File: src/rtl/cdrive_pkg.sv
// Shared definitions for the click-pipeline drive sink: default sizing,
// free-generator state encoding and the i_drive synchronizer depth.
// Build option: define DRIVE_SYNC3_EN for a 3-flop i_drive synchronizer
// (default is 2 flops).
package cdrive_pkg;

    localparam int DW_DEF     = 32;
    localparam int DEPTH_DEF  = 4;
    localparam int FREE_W_DEF = 2;

`ifdef DRIVE_SYNC3_EN
    localparam int SYNC_STAGES = 3;
`else
    localparam int SYNC_STAGES = 2;
`endif

    typedef enum logic [1:0] {
        FREE_IDLE  = 2'd0,
        FREE_PULSE = 2'd1,
        FREE_GAP   = 2'd2
    } free_state_t;

endpackage

File: src/rtl/sync_bit.sv
// Multi-flop single-bit synchronizer for an asynchronous level input.
// Output reads low while in reset.
module sync_bit
    import cdrive_pkg::*;
#(
    parameter int STAGES = SYNC_STAGES
) (
    input  logic clk,
    input  logic rst_n,
    input  logic d,
    output logic q
);

    logic [STAGES-1:0] sync_q;

    // Shift the raw input through the synchronizer chain
    always_ff @(posedge clk or negedge rst_n) begin
        if (!rst_n) begin
            sync_q <= '0;
        end else begin
            sync_q <= {sync_q[STAGES-2:0], d};
        end
    end

    assign q = sync_q[STAGES-1];

endmodule

File: src/rtl/cdrive_sink.sv
// Click-pipeline drive sink: turns asynchronous i_drive rises into tokens in
// a small FWFT buffer and returns o_free acknowledges, withholding the free
// of the token that fills the buffer until space reappears.
// Build option: DRIVE_SYNC3_EN selects a 3-flop i_drive synchronizer.
module cdrive_sink
    import cdrive_pkg::*;
#(
    parameter int DW     = DW_DEF,
    parameter int DEPTH  = DEPTH_DEF,
    parameter int FREE_W = FREE_W_DEF
) (
    input  logic          clk,
    input  logic          rst_n,
    input  logic          i_drive,
    input  logic [DW-1:0] i_data,
    output logic          o_free,
    output logic          o_valid,
    output logic [DW-1:0] o_data,
    input  logic          i_ready,
    output logic          o_overflow
);

    localparam int AW = $clog2(DEPTH);
    localparam int PW = AW + 1;
    localparam int CW = AW + 2;
    localparam int FW = (FREE_W > 1) ? $clog2(FREE_W) : 1;

    // Token ingress
    logic                   drive_sync;
    logic                   drive_prev;
    logic                   armed;
    logic [SYNC_STAGES-1:0] settle_q;
    logic                   push_evt;

    sync_bit #(.STAGES(SYNC_STAGES)) u_sync (
        .clk   (clk),
        .rst_n (rst_n),
        .d     (i_drive),
        .q     (drive_sync)
    );

    // Edge detector; armed only once the synchronizer has flushed after reset
    // and shown a low, so a drive already high at release is not a token.
    // NOTE: state is assigned with <= so every flop samples pre-edge values.
    always_ff @(posedge clk or negedge rst_n) begin
        if (!rst_n) begin
            settle_q   <= '0;
            drive_prev <= 1'b0;
            armed      <= 1'b0;
        end else begin
            settle_q   <= {settle_q[SYNC_STAGES-2:0], 1'b1};
            drive_prev <= drive_sync;
            if (settle_q[SYNC_STAGES-1] && !drive_sync) begin
                armed <= 1'b1;
            end
        end
    end

    assign push_evt = armed && drive_sync && !drive_prev;

    // Token buffer
    logic [DW-1:0] mem [DEPTH];
    logic [PW-1:0] wr_ptr;
    logic [PW-1:0] rd_ptr;
    logic [PW-1:0] rd_next;
    logic [PW-1:0] occ;
    logic [PW-1:0] occ_next;
    logic          full;
    logic          push_ok;
    logic          pop;
    logic          fills;
    logic          withheld;
    logic [DW-1:0] head_next;

    assign occ       = wr_ptr - rd_ptr;
    assign full      = (wr_ptr[AW] != rd_ptr[AW]) && (wr_ptr[AW-1:0] == rd_ptr[AW-1:0]);
    assign pop       = o_valid && i_ready;
    assign push_ok   = push_evt && !full;
    assign rd_next   = rd_ptr + PW'(pop);
    assign occ_next  = occ + PW'(push_ok) - PW'(pop);
    assign fills     = push_ok && (occ_next == PW'(DEPTH));
    // The entry being written this cycle becomes head when it lands in front
    // of the next read pointer; bypass it so o_data is ready with o_valid.
    assign head_next = (push_ok && (rd_next == wr_ptr)) ? i_data : mem[rd_next[AW-1:0]];

    // Storage write
    // NOTE: the data array has no reset; pointers alone define what is valid.
    always_ff @(posedge clk) begin
        if (push_ok) begin
            mem[wr_ptr[AW-1:0]] <= i_data;
        end
    end

    // Pointers, registered head, overflow and withheld-free tracking
    always_ff @(posedge clk or negedge rst_n) begin
        if (!rst_n) begin
            wr_ptr     <= '0;
            rd_ptr     <= '0;
            o_valid    <= 1'b0;
            o_data     <= '0;
            o_overflow <= 1'b0;
            withheld   <= 1'b0;
        end else begin
            if (push_ok) begin
                wr_ptr <= wr_ptr + PW'(1);
            end
            rd_ptr  <= rd_next;
            o_valid <= (occ_next != '0);
            if (occ_next != '0) begin
                o_data <= head_next;
            end
            if (push_evt && full) begin
                o_overflow <= 1'b1;
            end
            if (fills) begin
                withheld <= 1'b1;
            end else if (pop) begin
                withheld <= 1'b0;
            end
        end
    end

    // Free generator
    free_state_t   free_state;
    logic [CW-1:0] free_cnt;
    logic [FW-1:0] pulse_cnt;
    logic          free_inc;
    logic          free_dec;

    // A fill and a withheld release are mutually exclusive (release needs a
    // full buffer, a fill needs a non-full one), so at most one free per clk.
    assign free_inc = (push_ok && !fills) || (pop && withheld);
    assign free_dec = (free_state == FREE_PULSE) && (pulse_cnt == FW'(FREE_W - 1));

    // Pending-free counter
    always_ff @(posedge clk or negedge rst_n) begin
        if (!rst_n) begin
            free_cnt <= '0;
        end else begin
            free_cnt <= free_cnt + CW'(free_inc) - CW'(free_dec);
        end
    end

    // Pulse shaper: FREE_W-clk high pulses with at least one low clk between
    always_ff @(posedge clk or negedge rst_n) begin
        if (!rst_n) begin
            free_state <= FREE_IDLE;
            pulse_cnt  <= '0;
            o_free     <= 1'b0;
        end else begin
            case (free_state)
                FREE_IDLE: begin
                    if (free_cnt != '0) begin
                        free_state <= FREE_PULSE;
                        pulse_cnt  <= '0;
                        o_free     <= 1'b1;
                    end
                end
                FREE_PULSE: begin
                    if (pulse_cnt == FW'(FREE_W - 1)) begin
                        free_state <= FREE_GAP;
                        o_free     <= 1'b0;
                    end else begin
                        pulse_cnt <= pulse_cnt + FW'(1);
                    end
                end
                FREE_GAP: begin
                    if (free_cnt != '0) begin
                        free_state <= FREE_PULSE;
                        pulse_cnt  <= '0;
                        o_free     <= 1'b1;
                    end else begin
                        free_state <= FREE_IDLE;
                    end
                end
                default: begin
                    free_state <= FREE_IDLE;
                    o_free     <= 1'b0;
                end
            endcase
        end
    end

endmodule

File: config.mk
export PLATFORM = sky130hd
export DESIGN_NAME = cdrive_sink
export DESIGN_NICKNAME = d
export VERILOG_FILES = /design/src/rtl/cdrive_pkg.sv /design/src/rtl/sync_bit.sv /design/src/rtl/cdrive_sink.sv
export SDC_FILE = /design/constraint.sdc
export NUM_CORES = 1
export LEC_CHECK = 0
export ABC_AREA = 1
export CAP_MARGIN = 20
export CELL_PAD_IN_SITES_DETAIL_PLACEMENT = 0
export CELL_PAD_IN_SITES_GLOBAL_PLACEMENT = 1
export CORE_MARGIN = 5
export CORE_UTILIZATION = 42
export CTS_BUF_LIST = sky130_fd_sc_hd__clkbuf_8
export DETAILED_ROUTE_END_ITERATION = 8
export DONT_BUFFER_PORTS = 1
export MAX_ROUTING_LAYER = met4
export PLACE_DENSITY_LB_ADDON = 0.1
export SYNTH_ARGS = -nofsm -noshare
export SYNTH_HDL_FRONTEND = slang
export SYNTH_SLANG_ARGS = --single-unit
File: constraint.sdc
create_clock -name clk -period 4.8 [get_ports clk]
set_input_delay 0.48 -clock clk [delete_from_list [all_inputs] [get_ports clk]]
set_output_delay 0.48 -clock clk [all_outputs]
set_load 0.005 [all_outputs]
After elaboration in Yosys (flattened, before gate mapping). Memory sizes are Yosys's and may differ from the RTL's. Index checks and enable logic that the tools add are counted. Widths: inputs -> output; s select.

Memories: 1. RAM bits: 128. Flip-flop bits (word level): 55. Logic and storage cells: 73.

Memories: mem (words 4, bits a word 32, read ports 1, clocked after memory_dff 0, wr ports 1, line cdrive_sink.sv:62) `logic [DW-1:0] mem [DEPTH];`.

Equal/unequal tests: 9. Multiplexer cells: 15. Reduce and logical (&&, ||, !) cells: 26. $add $sub $neg: 8.

Operators by type and width (count): $mux 32 (1); $logic_and 1x1->1 (12); $mux 1 (9); $add 3x1->3 (2); $pmux 2 s3 (1); $reduce_and 2->1 (3); $add 4x1->4 (1); $logic_not 1->1 (4); $mux 2 (2); $ne 2x2->1 const B (2); $pmux 1 s2 (2); $reduce_bool 2->1 (2); $reduce_bool 4->1 (1); $sub 4x1->4 (1); $add 3x1->3 const B (1); $eq 3x3->1 (1); $eq 3x3->1 const B (1); $reduce_bool 3->1 (1); $sub 3x1->3 (1); $sub 3x3->3 (1); $eq 2x1->1 const B (1); $eq 2x2->1 (1); $eq 2x2->1 const B (1); $logic_not 2->1 (1); 5 further kinds (5).

Depth between registers and ports, before layout. Gate-level depths: netlist of the first run.

Depth in word-level cells: 13. Mapped depth: 20. Mapped depth without buffers: 19.

By module. From an unflattened synthesis of the first run, not the netlist that was laid out.

Cells, all modules: 742. Area total of the unflattened synthesis: 7891.3 sq um.

By module, submodules not included: cdrive_sink (area each 7841.3 sq um, cells an instance 740, times used 1, sequential area each 5170.0 sq um); sync_bit (area each 50.0 sq um, cells an instance 2, times used 1, sequential area each 50.0 sq um).

Worst setup path before layout of the first run. OpenSTA, ideal clock, no wires.

Path type: in2reg. Start: input port i_ready. End: register free_cnt[2]. Stages: 15. Arrival: 3258 ps. Slack: 1420 ps. Cell sequence: nand2_1 > fa_1 > fa_1 > ha_1 > xor2_1 > or2_4 > a21boi_0 > nor2_1 > nor2_1 > ha_1 > inv_1 > ha_1 > inv_1 > fa_1 > xnor2_1.

Cells in the longest elaborated chain, start to end: 9.

Ends and longest elaborated chain: start, declared (line cdrive_sink.sv:19) `input logic i_ready,`; $logic_and 1x1->1 (*) (line cdrive_sink.sv:77) `assign pop = o_valid && i_ready;`; $sub 3x1->3 (line cdrive_sink.sv:80) `assign occ_next = occ + PW'(push_ok) - PW'(pop);`; $eq 3x3->1 (line cdrive_sink.sv:81) `assign fills = push_ok && (occ_next == PW'(DEPTH));`; $logic_and 1x1->1 (line cdrive_sink.sv:81); $logic_not 1->1 (line cdrive_sink.sv:132) `assign free_inc = (push_ok && !fills) || (pop && withheld);`; $logic_and 1x1->1 (line cdrive_sink.sv:132); $logic_or 1x1->1 (*) (line cdrive_sink.sv:132); $add 4x1->4 (*) (line cdrive_sink.sv:140) `free_cnt <= free_cnt + CW'(free_inc) - CW'(free_dec);`; $sub 4x1->4 (*) (line cdrive_sink.sv:140); end signal, assigned (line cdrive_sink.sv:140); end, declared (line cdrive_sink.sv:125) `logic [CW-1:0] free_cnt;`.

Every way passes the cells marked *; elsewhere a longest branch is shown, timed or not. A chain may end at the register's enable or synchronous reset.

Worst setup path after layout of the first run.
Start: register wr_ptr[0]. End: register free_cnt[2].

Cells in the longest elaborated chain, start to end: 13.

Ends and longest elaborated chain: start, declared (line cdrive_sink.sv:63) `logic [PW-1:0] wr_ptr;`; start signal, assigned (line cdrive_sink.sv:105) `wr_ptr <= wr_ptr + PW'(1);`; parallel branches: the longest is 9 deep, another holds $sub 3x3->3; $logic_and 1x1->1 (*) (line cdrive_sink.sv:132); $logic_or 1x1->1 (*) (line cdrive_sink.sv:132); $add 4x1->4 (*) (line cdrive_sink.sv:140); $sub 4x1->4 (*) (line cdrive_sink.sv:140).

Mark *: on every way between the ends.

==> run summary, run 1 <==
Of the synthesized area, sequential elements account for 0.662. On the critical path, the stage with the largest delay is an instance of sky130_fd_sc_hd__dfrtp_1. The die height came out at 147 um. The sequential cell area is 5220 sq um. The DRC violations left came out at 0. The critical-path maximum fanout is 5.

The cell count after placement came out at 949. The detailed-placement wirelength estimate came out at 9670 um. After layout, the minimum clock period comes to 3530 ps. The number of non-filler instances in the completed layout came out at 983. The critical path is of the flop to flop type.

The maximum frequency from static timing analysis came out at 283 MHz. The area taken by multi-input logic gates came out at 2220 sq um. The number of nets in the synthesized netlist is 795.

For this run, the post-layout net count is 789. No sink is reached through more buffers than the 2 on the longest clock path. Yosys printed 0 warnings. The number of buffers added by the clock tree synthesis step is 17. The H-tree level count is 4. The number of hold violations in the final report came out at 0. The final number of max-transition violations is 0. Before antenna repair, the detailed router went through 4 iterations. Leaving out fill and tap cells, the most frequent cell in the layout is sky130_fd_sc_hd__nand2_1. In this run the worst hold path is classified as primary input to flop. 71 I/O pins were placed.

For the worst-skew pair, the clock arrives at the later sink with an insertion delay of 450 ps. The die area is 21600 sq um. The number of port buffers came out at 0. The pin count of the biggest net entering global routing came out at 66.

The mean area per synthesized cell came out at 10.6 sq um. The worst setup path is launched from a flop. The power per cell area came out at 693 nW/um^2. In this design, the stage delay of the slowest critical-path cell is 480 ps.

The post-synthesis cell count is 742. The data arrival time of the worst path is 3870 ps. The first-iteration detailed-routing DRC count is 256.

The number of filler instances in the final layout came out at 1781. The number of cells on the worst reg-to-reg path is 14. The instance area after placement is 8050 sq um. The last weighted congestion value of the routability-driven placer came out at 0.746.

Setup violations remaining at the end of the flow were counted as 0. Wires add up to 17600 um. Setup repair after global routing left no endpoint under its margin. The via count of the first global-routing pass came out at 4833. In the layout the commonest cells are 278 x sky130_fd_sc_hd__nand2_1, 128 x sky130_fd_sc_hd__edfxtp_1, 98 x sky130_fd_sc_hd__nand3_1, 60 x sky130_fd_sc_hd__inv_1, 55 x sky130_fd_sc_hd__dfrtp_1. The capturing element type of the critical path is a flop.

The run finished with clean final reports. The required time at the worst-slack endpoint is 5140 ps. The first-pass GRT wire length came out at 27700 um. After global routing the overflow that remains totals 0. The starting utilization of the core area is 0.425. The clock edge transition at the registers on the reported setup and hold paths is 90 ps.

The floorplan step defined a core boundary enclosing 18600 sq um. In the final routed layout, each cell accounts on average for 17.9 um. The sink count of the clock tree came out at 183.

The CTS tree is built. The total leakage power is 3.48 nW. Clock tree synthesis selected as its root buffer the cell sky130_fd_sc_hd__clkbuf_8. VDD sags by at most 385 uV. The share of cells above drive strength 1 came out at 0.0734.

The setup clock skew after layout is 12.8 ps. The part of the cycle the worst path needs is 0.736. The finished layout cell area came out at 8430 sq um. The post-synthesis cell type count is 35. The aggregate negative setup slack came out at 0 ps.

The floorplan has 50 rows. Measured on the finished design, the core utilization comes to 0.454. The tightest slew margin relative to the limit came out at 0.375. The signal on the critical path passes through fa_1, fa_1, ha_1, xor2_1, or2_4, a21boi_0, nor2_1, nor2_1, ha_1, inv_1, ha_1, inv_1, fa_1, xnor2_1. At the pin with the least slew margin, the transition time is 935 ps.

The number of diodes came out at 0. The all-layer global routing usage came out at 0.173. After synthesis the cells add up to 7890 sq um. The via count normalized by instance count is 4.98. Across the run, the number of max-cap violations was 0.

The signed area change from the synthesized netlist to the final layout is 6.88%. The overall die width came out at 147 um. Synthesis inferred 183 register bits. The antenna violation net count after detailed routing is 0. The initial antenna violation count came to 0. Along the worst hold path, the cell count comes to 0. The vias after detailed routing came out at 4896.
[metrics by stage]
step	worst slack, ps	power, mW	hold slack, ps
final	1270	5.84	46.3
after floorplan	1420	4.40	184
after global placement	1280	4.95	186
after detailed placement	1170	5.02	186
after global routing	978	6.44	2.85
after CTS	1240	5.97	6.40
[worst max-delay path: cells and delay by family, from the launching register on]
kind	cells	cell delay (ps)
adder cells (fa/ha/maj)	6	1900
flip-flops	1	480
XOR/XNOR	2	280
AND/OR/NAND/NOR	3	440
buffers and inverters	2	100
AO/OA/AOI/OAI	1	230
[layer usage]
metal / track usage / share of wire / up-vias
met5: - / 0 / -
met4: 0.0461 / 0.0087 / 0
met3: 0.0413 / 0.053 / 12
met2: 0.281 / 0.50 / 103
met1: 0.218 / 0.44 / 2364
li1: - / - / 2417
[report_power, final]
group	switching [mW]	internal, mW	total [mW]
combinational	1.81	0.821	2.63
clock	0.532	0.402	0.933
sequential	0.202	2.08	2.28
total	2.54	3.30	5.84
[path summary, 6_finish.rpt]
kind	start	endpoint	slack, ps
max in group asynchronous	rst_n	o_data[25]	3980
worst max-delay path	wr_ptr[0]	free_cnt[2]	1270
min in group asynchronous	rst_n	o_free	550
worst max register to register	wr_ptr[0]	free_cnt[2]	1270
worst min-delay path	i_drive	u_sync.sync_q[0]	50
worst min register to register	settle_q[0]	settle_q[1]	360
[synthesized netlist by cell type (all sizes together)]
master  count  area share
nand2     281        0.14
inv        60       0.029
fa          3      0.0076
edfxtp    128        0.49
clkinv      1     0.00063
nand3     100       0.066
or2         1      0.0011
xor2        4      0.0044
nor3        1      0.0021
a21oi       2      0.0017
conb        1     0.00048
o21ai      37       0.023
a21boi      1     0.00095
clkbuf     16      0.0079
buf        20       0.023
nor2       12      0.0070
ha         14       0.022
o21bai      1     0.00095
dfrtp      55        0.17
nand3b      1     0.00095
xnor2       3      0.0033
[layout make-up]
class | instances | area share
sequential | 183 | 0.619
tap | 234 | 0.0347
inverter | 61 | 0.0279
timing repair buffer | 11 | 0.0139
clock buffer | 17 | 0.0277
multi-input combinational | 462 | 0.263
clock inverter | 15 | 0.0135
[registers in the layout (all words and copies together), names as in the netlist, 2 cells and up]
signal	cells
mem	128
o_data	32
free_cnt	4
rd_ptr	3
wr_ptr	3
free_state	2
settle_q	2
u_sync.sync_q	2
[logic make-up after synthesis]
family,synth area share
and+or+nand+nor,0.212
adders and majority gates,0.0298
DFF,0.662
AOI/OAI and AO/OA,0.0271
xor gates and xnor gates,0.00777
buffers and inverters,0.0612
other,0.000475
[what timing repair did]
action,4_1_cts,5_1_grt
endpoints found under the setup margin,0,0
buffers inserted,0,0
hold buffers,2,0
hold endpoints to repair,55,0
gates resized for setup,0,0
(Power assumes the default switching activity.)
==> run 2: changes to the inputs <==
Clock period 4.8 ns to 3.1 ns, I/O delays scaled along.
==> run 2 against run 1 <==
  * The run now ends with negative setup slack left
  * Maximum frequency increased by 7.9%
  * Global-route usage increased by 0.91 points
  * Combinational power increased by 75%
  * Critical path type unchanged
  * Die area unchanged
  * Core utilization increased by 3.4 points
==> run summary, run 2 (synthesis results as in run 1) <==
Outcome: finished with violations (was completed). The final reports fail on negative setup slack. The number of non-filler instances in the completed layout is 1042 (was 983). The antenna violation net count after detailed routing came out at 0 (unchanged). The signed area change from the synthesized netlist to the final layout is 15.0% (was 6.88%).

The kind of path behind the tightest hold check is primary input to flop (unchanged). The placement-stage worst setup slack is -180 ps (was 1170 ps). The overall power of the completed layout is 9.78 mW (was 5.84 mW). The die height came to 147 um (unchanged). The tightest slew margin relative to the limit was 0.513 (was 0.375). The commonest non-fill, non-tap cell in the layout is sky130_fd_sc_hd__nand2_1 (unchanged). The clock edge transition at the registers on the reported setup and hold paths is 100 ps (was 90 ps). RSZ-0062 raised after global routing: true (was false). The total net switching power came out at 4.19 mW (was 2.54 mW). The number of hold violations in the final report came to 0 (unchanged). The first-pass GRT wire length came to 29100 um (was 27700 um). The setup clock skew after layout came out at 18.3 ps (was 12.8 ps).

The capturing element type of the critical path is a flop (unchanged). The initial antenna violation count came out at 0 (unchanged). The post-detailed-route wirelength per cell was 17.6 um (was 17.9 um).

The max capacitance violation total is 0 (unchanged). The register-to-register setup slack is -170 ps (was 1270 ps). The total of endpoints with negative setup slack in the final report is 2 (was 0). The post-route minimum period was 3270 ps (was 3530 ps). The end point of the most critical hold path is o_data[26] (was u_sync.sync_q[0]).

The aggregate negative setup slack came to -337 ps (was 0 ps). The maximum number of buffers from clock root to sink is 2 (unchanged). The vias after detailed routing is 5147 (was 4896). The cell count after placement came to 971 (was 949). The floorplan core area came out at 18600 sq um (unchanged). The number of nets in the layout came to 848 (was 789). The overall die width was 147 um (unchanged). The critical path class is flop to flop (unchanged). The required time at the worst-slack endpoint is 3450 ps (was 5140 ps). The critical hold path startpoint is i_data[26] (was i_drive). The via count normalized by instance count is 4.94 (was 4.98).

The number of filler instances in the final layout came to 1707 (was 1781). The power per cell area is 1080 nW/um^2 (was 693 nW/um^2). The switching portion of total power is 0.429 (was 0.435).

The all-layer global routing usage is 0.182 (was 0.173). The buffer cell driving the clock tree root is sky130_fd_sc_hd__clkbuf_8 (unchanged). The die area is 21600 sq um (unchanged). The worst hold margin came to 60.8 ps (was 46.3 ps). The largest voltage drop on the vdd net came out at 466 uV (was 385 uV).

The first-pass iteration count of the detailed router came to 4 (unchanged). The internal power came out at 5.58 mW (was 3.30 mW). The final number of max-transition violations came to 0 (unchanged).

The combinational group share of total power came out at 0.471 (was 0.450). The source of the worst register-to-register timing path is rd_ptr[0] (was wr_ptr[0]). The CTS tree was built (unchanged). The share of cells above drive strength 1 came out at 0.113 (was 0.0734). The startpoint class of the critical path is a flop (unchanged).

The clock share of power was 0.171 (was 0.160). The pin count of the biggest net entering global routing is 66 (unchanged). The destination of the worst register-to-register timing path is free_cnt[2] (unchanged). The first-iteration detailed-routing DRC count came out at 303 (was 256).

The area taken by multi-input logic gates came out at 2240 sq um (was 2220 sq um). The number of placement rows is 50 (unchanged). Most used cells in the layout excluding fill and tap cells: 277 x sky130_fd_sc_hd__nand2_1, 128 x sky130_fd_sc_hd__edfxtp_1, 98 x sky130_fd_sc_hd__nand3_1, 58 x sky130_fd_sc_hd__inv_1, 55 x sky130_fd_sc_hd__dfrtp_1 (was 278 x sky130_fd_sc_hd__nand2_1, 128 x sky130_fd_sc_hd__edfxtp_1, 98 x sky130_fd_sc_hd__nand3_1, 60 x sky130_fd_sc_hd__inv_1, 55 x sky130_fd_sc_hd__dfrtp_1). The detailed-placement wirelength estimate came out at 10300 um (was 9670 um). The H-tree level count came out at 4 (unchanged). The number of buffers added by the clock tree synthesis step came out at 17 (unchanged). The worst reg2reg path depth was 15 (was 14). The starting utilization of the core area came out at 0.425 (unchanged). The data arrival time of the worst path is 3620 ps (was 3870 ps). The number of cells on the worst hold path came to 4 (was 0). The count of pins on the block boundary is 71 (unchanged). The sink count of the clock tree came to 183 (unchanged).

The part of the cycle the worst path needs is 1.06 (was 0.736). The sequential cell area came to 5220 sq um (unchanged). The sum of overflow across all layers after global routing is 0 (unchanged). The via count of the first global-routing pass came out at 5263 (was 4833). The flip-flop count of the largest register after layout was 128 (unchanged). The critical-path maximum fanout is 2 (was 5). The clock latency reported for the late side of the worst-skew pair is 460 ps (was 450 ps). The last weighted congestion value of the routability-driven placer is 0.772 (was 0.746). The total wire length was 18400 um (was 17600 um). The maximum frequency from static timing analysis came to 306 MHz (was 283 MHz). The DRC violations left came out at 0 (unchanged). The sequential power share came out at 0.358 (was 0.390). The minimum setup slack in the final design came to -173 ps (was 1270 ps). The number of diodes came out at 0 (unchanged). The total leakage power came out at 3.78 nW (was 3.48 nW).

The number of port buffers came to 0 (unchanged). The slew of the pin with the lowest slew margin came out at 730 ps (was 935 ps).
==> run 2: repair_timing <==
action,4_1_cts,5_1_grt
endpoints found under the setup margin,2,3
buffers inserted,1,3
gates resized for setup,1,2
pin swaps,0,0
hold buffers,35,0
hold endpoints to repair,184,0
gates cloned,0,0
==> run 2: worst max path at each step <==
stage	cells past startpoint	endpoint	startpoint	slack (ps)
6_report	15	free_cnt[2]	rd_ptr[0]	-170
5_1_grt	15	free_cnt[2]	rd_ptr[0]	-320
4_1_cts	15	free_cnt[2]	rd_ptr[0]	-170
3_5_place_dp	15	free_cnt[2]	o_valid	-180
3_3_place_gp	15	free_cnt[1]	o_valid	-90
2_1_floorplan	15	free_cnt[2]	rd_ptr[0]	-40
==> run 2: per-stage QoR <==
step	instance area, sq um	util
2_1_floorplan	7900	-
3_3_place_gp	8240	0.444
3_5_place_dp	8240	0.444
4_1_cts	9040	0.487
5_1_grt	9070	0.488
6_report	9070	0.488
==> run 2: critical path, stage by stage, from the launching register on <==
cell	delay (ps)
sky130_fd_sc_hd__dfrtp_1	370
sky130_fd_sc_hd__inv_2	60
sky130_fd_sc_hd__fa_2	390
sky130_fd_sc_hd__fa_1	440
sky130_fd_sc_hd__ha_2	200
sky130_fd_sc_hd__xor2_1	150
sky130_fd_sc_hd__or2_4	240
sky130_fd_sc_hd__a21boi_2	140
sky130_fd_sc_hd__nor2_1	50
sky130_fd_sc_hd__nor2_1	120
sky130_fd_sc_hd__ha_1	230
sky130_fd_sc_hd__inv_1	60
sky130_fd_sc_hd__ha_2	160
sky130_fd_sc_hd__inv_1	50
sky130_fd_sc_hd__fa_1	370
sky130_fd_sc_hd__xnor2_1	140
==> run 2: metal layers <==
layer	vias up	GRT usage	part of all wire	wire length [um]
met5	-	-	0	0
met1	2453	0.223	0.43	7870
met4	0	0.0564	0.019	353
li1	2545	-	-	-
met2	125	0.303	0.50	9240
met3	24	0.0395	0.049	897
==> run 2: final cells by class <==
| type | instances | area share |
|---|---|---|
| clock inverters | 15 | 0.0204 |
| clock buffers | 17 | 0.0258 |
| inverters | 61 | 0.0259 |
| flip-flops and latches | 183 | 0.575 |
| multi-input cells | 462 | 0.247 |
| well taps | 234 | 0.0323 |
| repair buffers | 70 | 0.0736 |
==> run 2: power groups by stage <==
stage                     Clock, mW  Combinational (mW)  Sequential [mW]
after floorplan                   0                3.32             3.50
after global placement            0                4.43             3.55
final                          1.67                4.61             3.50
after detailed placement          0                4.54             3.56
after global routing           1.84                5.27             3.56
after CTS                      1.72                4.65             3.51
==> variant (config.mk and constraints of run 2) <==
Encoding of `free_state_t`: now one-hot (3 bits for 3 states).
--- a/src/rtl/cdrive_pkg.sv
+++ b/src/rtl/cdrive_pkg.sv
@@ -16,6 +16,6 @@
 
-    typedef enum logic [1:0] {
-        FREE_IDLE  = 2'd0,
-        FREE_PULSE = 2'd1,
-        FREE_GAP   = 2'd2
+    typedef enum logic [2:0] {
+        FREE_IDLE  = 3'b001,
+        FREE_PULSE = 3'b010,
+        FREE_GAP   = 3'b100
     } free_state_t;
Behaviour: no difference found for any inputs over 10 cycles, from zero or initial values and one cycle with rst_n low; not proved beyond that.
==> variant against run 2 <==
Wire length about the same. Core utilization up 0.22 points. Worst setup slack better by 0.045 ns. The flow still finishes with violations (negative setup slack). Design area up 0.79%. Total power up 0.74%. Sequential cell count up 1. Global-route usage down 0.13 points. Clock power up 5%. Synthesized area up 0.14%. Critical path type unchanged.
==> variant: results (changes against run 2) <==
[worst_setup_path]
cp_slowest_stage_delay_ns=0.47  ; +0.03 ns
critPathArrivalTime_ns=3.59  ; -0.03 ns
cp-endpoint=free_cnt[1]

[route]
num_vias=5173  ; +0.51%
met3_length_um=773  ; -14%
drt-initial-drc-count=228  ; -25%
wl_per_cell_um=17.6  ; -0.17%
m1WireLength_um=8400  ; +6.8%

[timing]
setup_viol=2  ; unchanged
tns_ns=-0.250  ; +0.0872 ns
holdWs_ns=0.0571  ; -0.00368 ns
tightest_slew_ns=0.779  ; +0.0489 ns
fin_ws_ns=-0.128  ; +0.0452 ns
clock_skew_ns=0.0158  ; -0.00248 ns

[pwr]
max-vdd-ir-drop_mv=0.417  ; -11%
leakagePower_nw=3.77  ; -0.29%

[global_routing]
grt_pass1_vias=5256  ; -0.13%
met2_usage_pct=29.9  ; -0.44 points
grt_pass1_wl_um=29400  ; +1.1%
grt_usage_pct=18.0  ; -0.13 points
grtUsageMet1_pct=22.7  ; +0.41 points

[cells_and_area]
drive_gt1_share_pct=11.5  ; +0.22 points
nonClkBufAreaFrac_pct=7.11  ; -0.25 points
clk_share_pct=4.82  ; +0.20 points
design_area_mm2=0.00915  ; +0.79%
nets=850  ; +0.24%
multi_input_area_mm2=0.00227  ; +1.6%
fillers=1761  ; +3.2%
num-nonclk-buffers=66  ; -5.7%
num-nonclk-inverters=62  ; +1.6%

[synthesis]
synthTopCellsByArea=edfxtp_1 (49%), dfrtp_1 (17%), nand2_1 (13%)
synth-seq-cells=184  ; +0.55%
netlist_top_cells_count=nand2_1 (275), edfxtp_1 (128), nand3_1 (98)
yosysSeqAreaShare_pct=66.4  ; +0.24 points
synth_top_area_share_pct=48.6  ; -0.069 points
avgSynthCellArea_um2=10.6  ; -0.66%
synth_nets=801  ; +0.75%
async_reset_ff_share_pct=30.4  ; +0.38 points

[hold_path]
min_from=i_data[16]

[placed_design]
hpwl_um=9980  ; -3.0%
dpl_cell_area_mm2=0.00827  ; +0.30%
gp_congestion=0.764  ; -1.1%
dp.cells=975  ; +0.41%
place_ws_ns=-0.206  ; -0.0267 ns

[status]
violations=negative setup slack
status=finished, violations left

variant: cell count changes after synthesis, sizes merged:
cell | before | now
nand2 | 281 | 278
nor2 | 12 | 15
o21ai | 37 | 39
buf | 20 | 21
clkbuf | 16 | 15
dfstp | 0 | 1
inv | 60 | 61
nor3 | 1 | 2
o22ai | 0 | 1
variant: kinds of logic after synthesis:
family	Yosys count	synth area share [%]
buffers and inverters	98	5.92
adders and majority gates	17	2.98
other	1	0.0475
DFF	184	66.4
and+or+nand+nor	397	21.0
xor gates and xnor gates	7	0.776
AOI/OAI and AO/OA	44	2.91
variant: power breakdown:
| part | switching (mW) | internal (mW) |
|---|---|---|
| clock network | 0.928 | 0.833 |
| logic | 2.99 | 1.57 |
| registers | 0.288 | 3.24 |
| total | 4.20 | 5.65 |
variant: repair_timing:
action                                  in CTS  in global routing
setup buffers                                1                  1
hold buffers                                35                  0
resized for setup                            1                 12
endpoints found under the setup margin       2                 35
pin swaps                                    4                  4
hold endpoints to repair                   185                  0
